**config.mk**
```make
export PLATFORM = sky130hd
export DESIGN_NAME = hash
export DESIGN_NICKNAME = d
export VERILOG_FILES = /design/src/rtl/sha256_pkg.sv /design/src/rtl/sha256_round.sv /design/src/rtl/hash.sv
export SDC_FILE = /design/constraint.sdc
export NUM_CORES = 2
export LEC_CHECK = 0
export BUFFER_PORTS_ARGS = -buffer_cell sky130_fd_sc_hd__buf_4
export CORE_ASPECT_RATIO = 0.9
export CORE_UTILIZATION = 40
export CTS_CLUSTER_SIZE = 8
export DETAILED_ROUTE_END_ITERATION = 10
export PLACE_DENSITY = 0.6
export SLEW_MARGIN = 20
export SYNTH_ARGS = -nofsm -noshare
export SYNTH_HDL_FRONTEND = slang
export SYNTH_SLANG_ARGS = --single-unit
```
**constraint.sdc**
```tcl
create_clock -name clk -period 54 [get_ports clk]
set_clock_uncertainty 0.05 [all_clocks]
set_input_delay 5.4 -clock clk [delete_from_list [all_inputs] [get_ports clk]]
set_output_delay 5.4 -clock clk [all_outputs]
set_load 0.05 [all_outputs]
```
**src/rtl/sha256_pkg.sv**
```systemverilog
// sha256_pkg: SHA-256 constants, state types and FIPS 180-4 round functions
package sha256_pkg;
  typedef logic [31:0] word_t;
  typedef logic [0:7][31:0] state_t;
  typedef enum logic [1:0] {BLK_A, BLK_B, BLK_2ND, BLK_IDLE} blk_e;
  localparam logic [0:63][31:0] K = {
    32'h428a2f98, 32'h71374491, 32'hb5c0fbcf, 32'he9b5dba5, 32'h3956c25b, 32'h59f111f1, 32'h923f82a4, 32'hab1c5ed5,
    32'hd807aa98, 32'h12835b01, 32'h243185be, 32'h550c7dc3, 32'h72be5d74, 32'h80deb1fe, 32'h9bdc06a7, 32'hc19bf174,
    32'he49b69c1, 32'hefbe4786, 32'h0fc19dc6, 32'h240ca1cc, 32'h2de92c6f, 32'h4a7484aa, 32'h5cb0a9dc, 32'h76f988da,
    32'h983e5152, 32'ha831c66d, 32'hb00327c8, 32'hbf597fc7, 32'hc6e00bf3, 32'hd5a79147, 32'h06ca6351, 32'h14292967,
    32'h27b70a85, 32'h2e1b2138, 32'h4d2c6dfc, 32'h53380d13, 32'h650a7354, 32'h766a0abb, 32'h81c2c92e, 32'h92722c85,
    32'ha2bfe8a1, 32'ha81a664b, 32'hc24b8b70, 32'hc76c51a3, 32'hd192e819, 32'hd6990624, 32'hf40e3585, 32'h106aa070,
    32'h19a4c116, 32'h1e376c08, 32'h2748774c, 32'h34b0bcb5, 32'h391c0cb3, 32'h4ed8aa4a, 32'h5b9cca4f, 32'h682e6ff3,
    32'h748f82ee, 32'h78a5636f, 32'h84c87814, 32'h8cc70208, 32'h90befffa, 32'ha4506ceb, 32'hbef9a3f7, 32'hc67178f2
  };
  localparam state_t IV = {
    32'h6a09e667, 32'hbb67ae85, 32'h3c6ef372, 32'ha54ff53a, 32'h510e527f, 32'h9b05688c, 32'h1f83d9ab, 32'h5be0cd19
  };
  function automatic word_t rotr(input word_t x, input int n);
    return (x >> n) | (x << (32 - n));
  endfunction
  function automatic word_t big_s0(input word_t x);
    return rotr(x, 2) ^ rotr(x, 13) ^ rotr(x, 22);
  endfunction
  function automatic word_t big_s1(input word_t x);
    return rotr(x, 6) ^ rotr(x, 11) ^ rotr(x, 25);
  endfunction
  function automatic word_t small_s0(input word_t x);
    return rotr(x, 7) ^ rotr(x, 18) ^ (x >> 3);
  endfunction
  function automatic word_t small_s1(input word_t x);
    return rotr(x, 17) ^ rotr(x, 19) ^ (x >> 10);
  endfunction
  function automatic word_t ch(input word_t e, input word_t f, input word_t g);
    return (e & f) ^ (~e & g);
  endfunction
  function automatic word_t maj(input word_t a, input word_t b, input word_t c);
    return (a & b) ^ (a & c) ^ (b & c);
  endfunction
endpackage

```
**src/rtl/sha256_round.sv**
```systemverilog
// sha256_round: one combinational SHA-256 compression round
//   s : working variables a..h in (index 0 = a)
//   w : schedule word W[t]
//   k : round constant K[t]
//   n : working variables a'..h' out
module sha256_round
  import sha256_pkg::*;
(
  input  state_t s,
  input  word_t  w,
  input  word_t  k,
  output state_t n
);
  word_t t1, t2;
  assign t1 = s[7] + big_s1(s[4]) + ch(s[4], s[5], s[6]) + k + w;
  assign t2 = big_s0(s[0]) + maj(s[0], s[1], s[2]);
  assign n = {t1 + t2, s[0], s[1], s[2], s[3] + t1, s[4], s[5], s[6]};
endmodule

```
**src/rtl/hash.sv**
```systemverilog
// hash: iterative double-SHA-256 engine, one round per clock, externally sequenced
//   clk     : clock
//   rst     : asynchronous active-high reset
//   block   : phase (0 header A, 1 header B, 2 second pass, 3 idle)
//   select  : step in phase (0..63 round, 64 feed-forward, >64 no-op)
//   msg_in  : W[select] for select<16 in blocks 0/1
//   h1..h8  : registered digest, h1 most significant
module hash
  import sha256_pkg::*;
(
  input  logic        clk,
  input  logic        rst,
  input  logic [1:0]  block,
  input  logic [6:0]  select,
  input  logic [31:0] msg_in,
  output logic [31:0] h1,
  output logic [31:0] h2,
  output logic [31:0] h3,
  output logic [31:0] h4,
  output logic [31:0] h5,
  output logic [31:0] h6,
  output logic [31:0] h7,
  output logic [31:0] h8
);
  state_t v, hs, dig, init, rin, rout, ff;
  logic [0:15][31:0] win;
  word_t w, w2;
  logic active;
  always_comb begin
    init = (block == BLK_B) ? hs : IV;
    rin = (select == 7'd0) ? init : v;
    // second-pass message: first-pass digest, then fixed padding for a 256-bit message
    w2 = (select < 7'd8) ? hs[select[2:0]] :
         (select == 7'd8) ? 32'h80000000 :
         (select == 7'd15) ? 32'h00000100 : 32'h0;
    // win[15] holds W[t-1], win[0] holds W[t-16]
    w = (select < 7'd16) ? ((block == BLK_2ND) ? w2 : msg_in) :
        small_s1(win[14]) + win[9] + small_s0(win[1]) + win[0];
    active = (block != BLK_IDLE) && (select <= 7'd64);
    for (int i = 0; i < 8; i++) ff[i] = init[i] + v[i];
  end
  sha256_round u_round (
    .s(rin),
    .w(w),
    .k(K[select[5:0]]),
    .n(rout)
  );
  always_ff @(posedge clk or posedge rst)
    if (rst) begin
      v <= '0;
      hs <= '0;
      win <= '0;
      dig <= '0;
    end else if (active) begin
      if (select[6]) begin
        hs <= ff;
        if (block == BLK_2ND) dig <= ff;
      end else begin
        v <= rout;
        win <= {win[1:15], w};
      end
    end
  assign {h1, h2, h3, h4, h5, h6, h7, h8} = dig;
endmodule

```
### Word-level counts from Yosys, hierarchy flattened

Memory sizes are Yosys's and may differ from the RTL's.
Index checks and enable logic that the tools add are counted.

* register bits after elaboration: 1280
* bits in read-only memories: 2048
* bits of input ports: 43
* output and inout bits: 256
* word-level logic and storage cells: 116
* memories kept: 1

Memories
* (no name shown): depth 64, width 32, rd ports 1, clocked after memory_dff 0, wr ports 0, line hash.sv:45 `.k(K[select[5:0]]),`

* add/sub/neg operators: 18
* magnitude comparators: 5
* eq/ne operators: 5
* mux-type cells: 12
* bitwise logic cells: 30
* reduce and logical (&&, ||, !) cells: 5

Operators by type and width (count)
* $add 32x32->32: 18
* $mux 256: 2
* $xor 32x32->32: 9
* $mux 32: 8
* $and 32x32->32: 5
* $bmux 32 s3: 1
* $not 32->32: 1
* $or 10x32->32: 1
* $or 13x32->32: 1
* $or 14x32->32: 1
* $or 15x32->32: 1
* $or 19x32->32: 1
* $or 21x32->32: 1
* $or 25x32->32: 1
* $or 26x32->32: 1
* $or 30x32->32: 1
* $or 7x32->32: 1
* $xor 32x22->32: 1
* $xor 32x29->32: 1
* $eq 7x4->1 const B: 2
* $mux 9: 1
* $ge 7x7->1 const B: 1
* $le 7x7->1 const B: 1
* $logic_not 7->1: 1
* other kinds (12): 13

### Logic depth before layout (Yosys ltp)

* depth after elaboration: 11
* mapped depth: 45
* depth with buffers taken out: 43

### Modules after synthesis

Synthesis repeated with hierarchy kept, for this count alone.

* cells, all modules: 9949
* area, all modules: 84790.1 um^2

By module, submodules not included
* hash: times used 1, cells each 8638, area an instance 73860.8 um^2, sequential area each 32030.7 um^2
* sha256_round: times used 1, cells each 1311, area an instance 10929.2 um^2, sequential area each 0.0 um^2

### Worst setup path after synthesis

No wires, ideal clock.

* path type: input-to-reg
* start point: input port select[0]
* end point: register v[254] (netlist bit)
* setup time: 132 ps
* arrival: 15167 ps
* data required time: 53818 ps
* slack: 38651 ps
* cell stages on the path: 41
* path buffers: 8
* cell sequence: clkbuf_1 > buf_1 > clkbuf_1 > inv_1 > ha_1 > nor3b_2 > nand2_1 > clkbuf_1 > buf_1 > clkbuf_1 > clkbuf_1 > buf_1 > a21oi_1 > fa_1 > fa_1 > inv_1 > fa_1 > inv_1 > [... 5 more ...] > a31oi_1 > o21ai_0 > xor2_1 > fa_1 > ha_1 > a21o_1 > a21o_1 > a21oi_1 > o21ai_0 > a21oi_1 > and3_1 > o31ai_1 > a2111oi_0 > nor2_1 > a21o_1 > a21oi_1 > xor2_1 > o21ai_1

* cells in the longest elaborated chain, start to end: 10
* elaborated cells on any way between the ends: 47
* those cells by class: add/sub: 6; order compare: 3; eq/ne: 2; mux: 11; bitwise: 21; reduce/logical: 3; memory: 1

RTL lines
* start: declaration: line hash.sv:14 `input logic [6:0] select,`
* $logic_not 7->1: line hash.sv:31 `rin = (select == 7'd0) ? init : v;`
* $mux 256: line hash.sv:31
* $or 26x32->32 / $or 21x32->32 (equally long branches): line sha256_pkg.sv:20 `return (x >> n) | (x << (32 - n));`
* $xor 32x32->32 (2 in a row): line sha256_pkg.sv:26 `return rotr(x, 6) ^ rotr(x, 11) ^ rotr(x, 25);`
* $add 32x32->32 (4 in a row): line sha256_round.sv:15 `assign t1 = s[7] + big_s1(s[4]) + ch(s[4], s[5], s[6]) + k + w;`
* $add 32x32->32: line sha256_round.sv:17 `assign n = {t1 + t2, s[0], s[1], s[2], s[3] + t1, s[4], s[5], s[6]};`
* end signal: assignment: line hash.sv:59 `v <= rout;`
* end: declaration: line hash.sv:25 `state_t v, hs, dig, init, rin, rout, ff;`

Parallel ways exist; a longest one is shown, timed or not. The select of a mux whose other input is x is not followed.
A chain may end at the register's enable or synchronous reset.

### Worst setup path in the final report

Same ends and word-level chain as after synthesis.

==> impl_metrics.yaml <==
outcome:
  status: "finished, violations left"
  failed_checks: "DRC"
route:
  viasPerCell: 5.530
  dr.pass1.iters: 9
  finalWirelength_um: 306000
  drtIter0Drc: 6847
  wl_per_cell_um: 24.68
  vias: 68567
  drc: 4
  drtAntennaViolNets: 0
yosys:
  synthTopCellsByArea: "dfrtp_1 39%, nand2_1 14%, ha_1 6.0%"
  synth_top_family_by_area: "simple AND/OR/NAND/NOR gates"
  synth_top_area_cell: "dfrtp_1"
  synth_compound_area_share_pct: 13.16
  yosysMostFrequentCell: "nand2_1"
  synthFlopType: "dfrtp_1"
  synth-async-reset-ratio_pct: 100.0
  synth_cells: 9594
  avgSynthCellArea_um2: 8.493
  synth_edf_count: 0
  netlist.area_leader.share_pct: 39.31
  synth-xor-area-share_pct: 6.405
  ys_types: 89
  synth.cell_area_mm2: 0.08148
  synth.area.mux_share_pct: 5.529
  yosysWarnings: 0
  synthTopCellsByCount: "3130 x nand2_1, 1280 x dfrtp_1, 713 x o21ai_0"
  synth-adder-area-share_pct: 11.34
  synth_seq_area_share_pct: 39.31
  synth-simple-area-share_pct: 20.19
  ys_ff_latch: 1280
  synth_fp_nets: 10224
sta:
  setup_viol: 0
  tns_ns: 0
  min_period_over_period_pct: 30.07
  fin_crit_ns: 16.24
  rsz0062_at_grt: "false"
  maxClockFrequency_ghz: 0.06158
  relSlewSlack_pct: 15.61
  worst_pin_slew_ns: 1.253
  hold_viol: 0
  slew_viol_final: 0
global_routing:
  grt_antenna_before_repair: 9
  grt_max_degree: 249
  overflow: 0
  grt_pass1_vias: 66656
  grt_usage_pct: 29.48
  grt_pass1_wl_um: 450500
worst_setup_path:
  crit_fanout: 60
  critPathLaunchType: "input port"
  cp_data_required_time_ns: 54.63
  reg2reg_setup_slack_ns: 43.71
  max_stage_delay_ns: 0.86
  worstPathArrival_ns: 16.87
  crit_path_frequent_cell: "inv_1"
  path_class: "input port to flop"
  endpoint_kind: "flop"
  cpMaxStageDelayCell: "and2_4"
die:
  die_w_um: 477.8
  ioPinCount: 299
  core-area_mm2: 0.2016
  die_y_um: 430.2
  start_util_pct: 40.41
  die_area_mm2: 0.2055
  rows: 156
clock_tree:
  cts_resized: 0
  insertion_delay_ns: 0.85
  clock-sinks: 1280
  htree_levels: 4
  post_cts_buffers: 0
  cts_tree: "done"
  ctsLongestPathBuffers: 3
  clk_pin_slew_worst_paths_ns: 0.06
  clock-root-buffer: "clkbuf_16"
  holdBufCountCts: 0
  cts_made_buffers: 180
min_path:
  hp-class: "flop to flop"
place:
  io_buffer_count: 298
  place.gp.congestion: 1.007
  post-dp-hpwl_um: 233900
final_layout:
  layout.nets: 10313
  drive_gt1_share_pct: 8.569
  area_delta_synth_final_pct: 11.73
run:
  maxCapViolations: 0
registers in the layout, indices dropped and copies added (netlist names):
name  count
h8       32
win     512
h4       32
v       256
hs      256
h5       32
h1       32
h7       32
h6       32
h3       32
h2       32
cells in the final DEF, fill, tap and decap left out, types with 47 or more instances in the layout:
cell type  count
nand2_1     3128
mux4_2        67
mux2i_1      179
buf_4        388
nor3_1        59
nor2b_1       47
ha_1         391
inv_1        390
a21oi_1      494
xor2_1       190
xnor2_1      401
a211oi_1      50
fa_1         196
mux2_2       107
o21ai_0      709
clkbuf_16    181
nand3_1       67
o21bai_1      49
dfrtp_1     1280
and2_1       106
a21o_1       153
nor2_1       385
nand2b_1     146
through the flow:
stage / area, um2 / util (%) / instances / worst slack (ns) / hold WS, ns
floorplan: 81480 / - / 9594 / 12.48 / 0.3848
global placement: 86100 / 42.70 / 12187 / 37.02 / 0.3934
detailed placement: 86120 / 42.71 / 12187 / 36.98 / 0.3961
CTS: 91000 / 45.13 / 12395 / 37.85 / 0.3949
global route: 91030 / 45.15 / 12395 / 36.81 / 0.4173
finish: 91040 / 45.15 / 12398 / 37.76 / 0.3929
path summary, 6_finish.rpt:
| kind | startpoint | end | cells after the start |
|---|---|---|---|
| max | select[0] | v[254] | 38 |
| min | win[336] | win[368] | 2 |
| max reg2reg | win[52] | v[254] | 39 |
| min reg2reg | win[336] | win[368] | 2 |
| max in group asynchronous | rst | win[132] | 5 |
| min in group asynchronous | rst | win[382] | 2 |
per-layer routing:
| metal | GRT usage [%] | vias to the layer above | wire [um] | share of wire [%] |
|---|---|---|---|---|
| met5 | 0 | - | 41 | 0.013 |
| met4 | 12.89 | 6 | 15320 | 5.0 |
| met3 | 5.468 | 509 | 21020 | 6.9 |
| met2 | 45.17 | 2307 | 135800 | 44 |
| met1 | 40.57 | 33893 | 133700 | 44 |
| li1 | - | 31852 | - | - |
kinds of logic after synthesis:
| logic type | count (synthesis) |
|---|---|
| compound gates | 1804 |
| xor+xnor | 595 |
| fa+ha+maj | 629 |
| buf+inv | 882 |
| flops | 1280 |
| mux | 353 |
| simple gates | 4051 |
layout make-up:
cell class / count / area (um2)
fillers: 19808 / 110600
multi-input cells: 7432 / 46230
flip-flops and latches: 1280 / 32030
clock buffers: 193 / 4624
well taps: 2686 / 3361
repair buffers: 396 / 3047
inverters: 393 / 1483
clock inverters: 15 / 259.0
diodes: 3 / 7.507
worst max-delay path, delay by kind of cell:
| family | cells | cell delay [ns] |
|---|---|---|
| fa+ha+maj | 7 | 3.02 |
| compound gates | 13 | 2.69 |
| simple gates | 6 | 2.57 |
| buf+inv | 7 | 1.57 |
| xor+xnor | 4 | 0.97 |
| mux | 1 | 0.53 |
Power is not shown: default switching activity piles up to over one toggle a cycle in this logic, so the estimate is an artifact.
